### src/rtl/time_tune_ctrl.sv
// time_tune_ctrl: shadow-register tuning of clock/alarm time with key stepping, auto-repeat and load strobes
module time_tune_ctrl #(
  parameter logic [23:0] HOLD_CYCLES   = 24'd500_000,
  parameter logic [23:0] REPEAT_CYCLES = 24'd100_000,
  parameter logic [3:0]  KEY_UP        = 4'b1000,
  parameter logic [3:0]  KEY_DOWN      = 4'b0001
) (
  input  logic       clk,
  input  logic       rst_n,
  input  logic [3:0] neg_keys_filtered,
  input  logic [3:0] keys_level,
  input  logic [2:0] sys_status,
  input  logic [1:0] tune_status,
  input  logic [4:0] time_hour,
  input  logic [5:0] time_min,
  input  logic [5:0] time_sec,
  input  logic [4:0] alarm_hour,
  input  logic [5:0] alarm_min,
  input  logic [5:0] alarm_sec,
  output logic [4:0] edit_hour,
  output logic [5:0] edit_min,
  output logic [5:0] edit_sec,
  output logic       edit_active,
  output logic       time_load,
  output logic       alarm_load
);
  typedef enum logic [1:0] {IDLE, EDIT_CLK, EDIT_ALM} state_t;
  state_t state, state_next;
  logic [23:0] cnt, cnt_next;
  logic [4:0] hour_next;
  logic [5:0] min_next, sec_next;
  logic grp_clk, grp_alm, held, pulse, tick, up, down, step_en;
  assign grp_clk = sys_status == 3'd2 || sys_status == 3'd3;
  assign grp_alm = sys_status == 3'd4 || sys_status == 3'd5;
  assign held    = keys_level == KEY_UP || keys_level == KEY_DOWN;
  assign pulse   = |neg_keys_filtered;
  // a press pulse suppresses the tick, so press and tick never double-step
  assign tick     = held && !pulse && cnt == HOLD_CYCLES - 24'd1;
  assign cnt_next = (pulse || !held) ? '0 : tick ? HOLD_CYCLES - REPEAT_CYCLES : cnt + 24'd1;
  assign up       = neg_keys_filtered == KEY_UP   || (tick && keys_level == KEY_UP);
  assign down     = neg_keys_filtered == KEY_DOWN || (tick && keys_level == KEY_DOWN);
  assign step_en  = tune_status != 2'd0 &&
                    ((state == EDIT_CLK && sys_status == 3'd3) || (state == EDIT_ALM && sys_status == 3'd5));
  assign edit_active = state != IDLE;
  always_comb begin
    state_next = state;
    hour_next  = edit_hour;
    min_next   = edit_min;
    sec_next   = edit_sec;
    time_load  = 1'b0;
    alarm_load = 1'b0;
    case (state)
      IDLE: begin
        if (grp_clk) begin
          state_next = EDIT_CLK;
          hour_next  = time_hour > 5'd23 ? 5'd0 : time_hour;
          min_next   = time_min > 6'd59 ? 6'd0 : time_min;
          sec_next   = time_sec > 6'd59 ? 6'd0 : time_sec;
        end else if (grp_alm) begin
          state_next = EDIT_ALM;
          hour_next  = alarm_hour > 5'd23 ? 5'd0 : alarm_hour;
          min_next   = alarm_min > 6'd59 ? 6'd0 : alarm_min;
          sec_next   = alarm_sec > 6'd59 ? 6'd0 : alarm_sec;
        end
      end
      EDIT_CLK: if (!grp_clk) begin
        time_load  = 1'b1;
        state_next = IDLE;
      end
      EDIT_ALM: if (!grp_alm) begin
        alarm_load = 1'b1;
        state_next = IDLE;
      end
      default: state_next = IDLE;
    endcase
    if (step_en && (up || down)) begin
      if (tune_status == 2'd1)
        sec_next = up ? (edit_sec == 6'd59 ? 6'd0 : edit_sec + 6'd1) : (edit_sec == 6'd0 ? 6'd59 : edit_sec - 6'd1);
      if (tune_status == 2'd2)
        min_next = up ? (edit_min == 6'd59 ? 6'd0 : edit_min + 6'd1) : (edit_min == 6'd0 ? 6'd59 : edit_min - 6'd1);
      if (tune_status == 2'd3)
        hour_next = up ? (edit_hour == 5'd23 ? 5'd0 : edit_hour + 5'd1) : (edit_hour == 5'd0 ? 5'd23 : edit_hour - 5'd1);
    end
  end
  always_ff @(posedge clk or negedge rst_n) begin
    if (!rst_n) begin
      state     <= IDLE;
      cnt       <= '0;
      edit_hour <= '0;
      edit_min  <= '0;
      edit_sec  <= '0;
    end else begin
      state     <= state_next;
      cnt       <= cnt_next;
      edit_hour <= hour_next;
      edit_min  <= min_next;
      edit_sec  <= sec_next;
    end
  end
endmodule

### config.mk
export PLATFORM = sky130hd
export DESIGN_NAME = time_tune_ctrl
export DESIGN_NICKNAME = d
export VERILOG_FILES = /design/src/rtl/time_tune_ctrl.sv
export SDC_FILE = /design/constraint.sdc
export NUM_CORES = 1
export LEC_CHECK = 0
export CAP_MARGIN = 25
export CORE_MARGIN = 2
export CORE_UTILIZATION = 35
export CTS_CLUSTER_SIZE = 16
export DETAILED_ROUTE_END_ITERATION = 6
export HOLD_SLACK_MARGIN = 0.05
export PLACE_DENSITY = 0.6
export SLEW_MARGIN = 25
export SYNTH_ARGS = -nofsm -noshare
export SYNTH_HDL_FRONTEND = slang
export SYNTH_SLANG_ARGS = --single-unit
### constraint.sdc
create_clock -name clk -period 3.1 [get_ports clk]
set_input_delay 0.62 -clock clk [delete_from_list [all_inputs] [get_ports clk]]
set_output_delay 0.62 -clock clk [all_outputs]
set_load 0.01 [all_outputs]
Yosys cells after proc, flatten, opt, wreduce, memory -nomap -nowiden --
Cells that the tools add are included.
Storage, ports and cells: register bits after elaboration 43, output and inout port bits 20, word-level logic and storage cells 105
Cells by class: $add $sub $neg 7, magnitude comparators 6, eq/ne operators 20, multiplexer cells 41, reductions and logical operators 26
Operator list (count):
- 6-bit two-way mux | 20
- 5-bit two-way mux | 10
- 24-bit two-way mux | 2
- 24-bit by 1-bit adder with 24-bit output, second input constant | 1
- 24-bit by 19-bit == test with 1-bit output, second input constant | 1
- 6-bit greater-than comparator, second input constant | 4
- 6-bit by 1-bit adder with 6-bit output, second input constant | 2
- 6-bit == test, second input constant | 2
- 6-bit logical NOT | 2
- 6-bit by 1-bit subtractor with 6-bit output, second input constant | 2
- 5-bit greater-than comparator, second input constant | 2
- 4-bit by 1-bit == test with 1-bit output, second input constant | 2
- 4-bit == test, second input constant | 2
- 1-bit logical AND | 8
- 1-bit logical OR | 8
- 2-bit two-way mux | 4
- 2-bit == test, second input constant | 3
- 3-bit by 2-bit == test with 1-bit output, second input constant | 2
- 3-bit == test, second input constant | 2
- 2-bit one-hot mux with 3 select lines | 1
- 5-bit by 1-bit adder with 5-bit output, second input constant | 1
- 5-bit == test, second input constant | 1
- 5-bit logical NOT | 1
- 5-bit by 1-bit subtractor with 5-bit output, second input constant | 1
- other kinds (9) | 16

Longest topological paths before layout --
Gate-level depths: netlist of the first run.
depth in word-level cells 9, gate-level depth with buffers 8, depth with buffers taken out 8

Worst setup path before layout of the first run --
Ideal clock, no wire load.
path kind in2reg, start point input neg_keys_filtered[3], end point register edit_sec[2], library setup time 0.079 ns, arrival time 2.311 ns, required time 3.021 ns, path slack 0.710 ns, cell stages on the path 6, path buffers 0, cell sequence nor3_1 or4b_4 o21ba_4 nor2_4 mux4_2 mux2i_1
On the way: longest elaborated chain between the ends 9, elaborated cells between the ends (all ways) 15
RTL lines:
- start, declared | line 10 | input logic [3:0] neg_keys_filtered,
- 4-bit OR reduction | line 36 | assign pulse = |neg_keys_filtered;
- 1-bit logical NOT | line 38 | assign tick = held && !pulse && cnt == HOLD_CYCLES - 24'd1;
- 1-bit logical AND (2 in a row) | line 38
- 1-bit logical AND (on tied branches) | line 40, 41
- 1-bit logical OR (on tied branches) | line 40, 41
- 6-bit two-way mux or 1-bit logical OR (tied branches) | line 78, 76
- 6-bit two-way mux or 1-bit logical AND (tied branches) | line 77, 76
- 6-bit two-way mux (*) | line 76 | if (step_en && (up || down)) begin
- via sec_next[2] | line 31 | logic [5:0] min_next, sec_next;
- end signal, assigned | line 97 | edit_sec <= sec_next;
- end, declared | line 22 | output logic [5:0] edit_sec,
Mark *: on every way through the listed nets, which the timed path passes. The rest lies on a longest branch. A chain may end at the register's enable or synchronous reset.

Final worst setup path of the first run --
Same ends and word-level chain as after synthesis.

==> impl_metrics.yaml, run 1 <==
synthesis:
  synth_top_family_by_area: "simple AND/OR/NAND/NOR gates"
  ys_types: 50
  seq_area_frac_synth_pct: 32.61
  syn_nets: 446
  synth_warnings: 0
  synthSimpleGateAreaFrac_pct: 25.98
  synthAdderAreaFrac_pct: 3.413
  synthArstFlopShare_pct: 100.0
  synth_seq_cells: 43
  avgSynthCellArea_um2: 8.504
  synthMuxAreaShare_pct: 7.660
  synth_ff_type: "dfrtp_1"
  synth-compound-area-share_pct: 18.32
  synth_edf_count: 0
  syn_area_mm2: 0.003299
  synthXorXnorAreaFrac_pct: 7.964
  syn_inst: 388
layout:
  post-route-util_pct: 46.01
  diodes: 0
  area_delta_synth_final_pct: 28.25
  layout_commonest_cell: "clkdlybuf4s50_1"
  nFillCells: 913
  finalNetCount: 517
  mostFrequentLayoutCells: "67 x clkdlybuf4s50_1, 43 x dfrtp_1, 38 x nor2_1"
  drive_gt1_share_pct: 6.754
  final_area_mm2: 0.004232
placement:
  place_hpwl_mm: 7.011
  port_buffers: 68
  place_congestion: 0.9559
  dpl_cell_area_mm2: 0.004134
  pre_cts_ws_ns: 0.04998
floorplan:
  row_count: 35
  fp.dieH_um: 101.1
  die_area_mm2: 0.01022
  coreArea_mm2: 0.009196
  start_util_pct: 35.88
  die_w_um: 101.1
  io-pin-count: 69
global_route:
  antenna_found_initial: 0
  grtUsageMet3_pct: 3.467
  grt_pass1_vias: 3120
  grt-ovfl-total: 0
  met2_usage_pct: 31.99
  grt_first_pass_wirelength_mm: 15.39
  grtUsageMet1_pct: 24.91
  grt_max_degree: 44
  grt_usage_pct: 18.76
  grt.busiest_layer: "met2"
critical_path:
  crit_arrival_ns: 2.97
  path_delay_family: "simple AND/OR/NAND/NOR gates"
  worstPathCellList: "clkdlybuf4s50_1 > nor3_1 > or4b_4 > o21ba_4 > nor2_4 > mux4_2 > mux2i_1"
  cp.buffers_inverters: 1
  crit_type: "input port to register"
  startpoint_type: "input port"
  crit_path_top_delay_cell: "or4b_4"
  critical_path_required_ns: 3.32
  cp_max_fo: 5
  timing.critical_path.slowest_cell_delay_ns: 0.55
  cp-end-kind: "register"
sta:
  rsz0062_at_grt: "false"
  finClkSkew_ns: 0.006722
  whs_ns: 0.3068
  setup_violations: 0
  slew_violations: 0
  final_hold_viol_count: 0
  setup_tns_ns: 0
  max_freq_mhz: 363.7
  post-route-min-period_ns: 2.749
  fin_ws_ns: 0.3506
  fin_crit_sh_pct: 88.69
  slew_headroom_pct: 53.31
  max_slew.worst_pin.slew_ns: 0.7004
clock_network:
  cts_resized: 0
  postCtsHoldBufs: 0
  path_clk_slew_ns: 0.08
  htreeDepth: 2
  cts_tree: "built"
  clockBufferDepth: 2
  cts_sinks: 43
  postCtsSetupBuffers: 0
  cts_buffers: 5
  cts_root_buf: "clkbuf_8"
  clk_latency_ns: 0.29
outcome:
  run_status: "completed"
pwr:
  vdd_drop_max_uv: 174.7
  power_density_mw_per_mm2: 409.9
  p_leak_nw: 1.708
job:
  drv_cap: 0
detailed_routing:
  firstDrtPassIters: 5
  drt-wirelength-per-cell_um: 16.39
  drtAntennaViolNets: 0
  via_count: 3260
  wirelength_mm: 9.343
  drt_iter0_markers: 206
  viasPerCell: 5.719
  drc_errors: 0
hold_path:
  hp-class: "input port to async pin"
metrics by stage:
step           instances  total power [W]
6_report             570         0.001735
4_1_cts              569         0.001748
5_1_grt              570         0.001857
3_5_place_dp         562         0.001377
3_3_place_gp         562         0.001364
2_1_floorplan        388         0.001094
flip-flops by register name, indices dropped and copies added, names as in the netlist:
name	cells
edit_min	6
edit_sec	6
edit_hour	5
cnt	24
state	2
power breakdown:
part | total, W | switching [W] | internal (W) | leakage [nW]
registers | 0.000729 | 0.000125 | 0.000604 | 0.575
clock network | 0.000362 | 0.000187 | 0.000175 | 0.0470
logic | 0.000643 | 0.000298 | 0.000345 | 1.09
total | 0.00173 | 0.000610 | 0.00112 | 1.71
Yosys cell counts, types with 3 or more instances:
master | instances | share of area [%]
nand2b_1 | 10 | 1.9
o21ai_0 | 22 | 3.3
nor4_1 | 4 | 0.76
nor3_1 | 16 | 2.4
nor2_1 | 38 | 4.3
or3_1 | 6 | 1.1
a22o_1 | 10 | 2.7
a41oi_1 | 5 | 1.3
a222oi_1 | 12 | 3.6
nand2_1 | 37 | 4.2
dfrtp_1 | 43 | 33
xnor2_1 | 15 | 4.0
nor2b_1 | 7 | 1.3
clkbuf_1 | 15 | 1.7
a21oi_1 | 16 | 2.4
inv_1 | 15 | 1.7
o31ai_1 | 3 | 0.68
nand3_1 | 16 | 2.4
xor2_1 | 15 | 4.0
ha_1 | 9 | 3.4
nand4_1 | 11 | 2.1
mux2i_1 | 23 | 7.0
and3_1 | 8 | 1.5
logic make-up (layout without fill, tap and decap cells):
kind of cell,after synthesis,in the layout
xor+xnor,30,30
fa+ha+maj,9,9
buf+inv,33,104
mux,24,24
simple gates,165,165
compound gates,84,84
flops,43,43
final timing paths:
path,startpoint,to,slack (ns),cells past startpoint
min in group clk,cnt[0],cnt[0],0.49,1
worst min register to register,cnt[0],cnt[0],0.49,1
worst max-delay path,neg_keys_filtered[3],edit_sec[2],0.35,7
max in group asynchronous,rst_n,cnt[22],2.40,1
worst max register to register,cnt[0],edit_sec[2],0.45,7
worst min-delay path,rst_n,cnt[3],0.31,1
area by class of cell:
| class | instances | area [um2] | area share, % |
|---|---|---|---|
| clock buffers | 6 | 82.58 | 1.952 |
| flip-flops and latches | 43 | 1076 | 25.43 |
| clock inverters | 1 | 5.005 | 0.1183 |
| multi-input cells | 312 | 2090 | 49.38 |
| inverters | 15 | 56.30 | 1.331 |
| well taps | 111 | 138.9 | 3.282 |
| repair buffers | 82 | 783.3 | 18.51 |
metal layers:
layer / share of wire, % / wire length, um / up-vias
met5: 0 / 0 / -
met4: 0.52 / 49 / 0
met3: 5.7 / 535 / 5
met2: 49 / 4562 / 106
met1: 45 / 4194 / 1578
li1: - / - / 1571
worst reg2reg max path, delay by kind of cell (launching register included):
family	cells	cell delay [ns]
simple gates	3	1.04
mux	2	0.66
compound gates	1	0.25
fa+ha+maj	1	0.25
flops	1	0.39
(Power assumes the default switching activity.)
==> run 2: changes to the inputs <==
Settings changed: GPL_ROUTABILITY_DRIVEN set to 1.
==> results of run 2 <==
No change in the layout: final DEF, timing and power equal those of run 1.
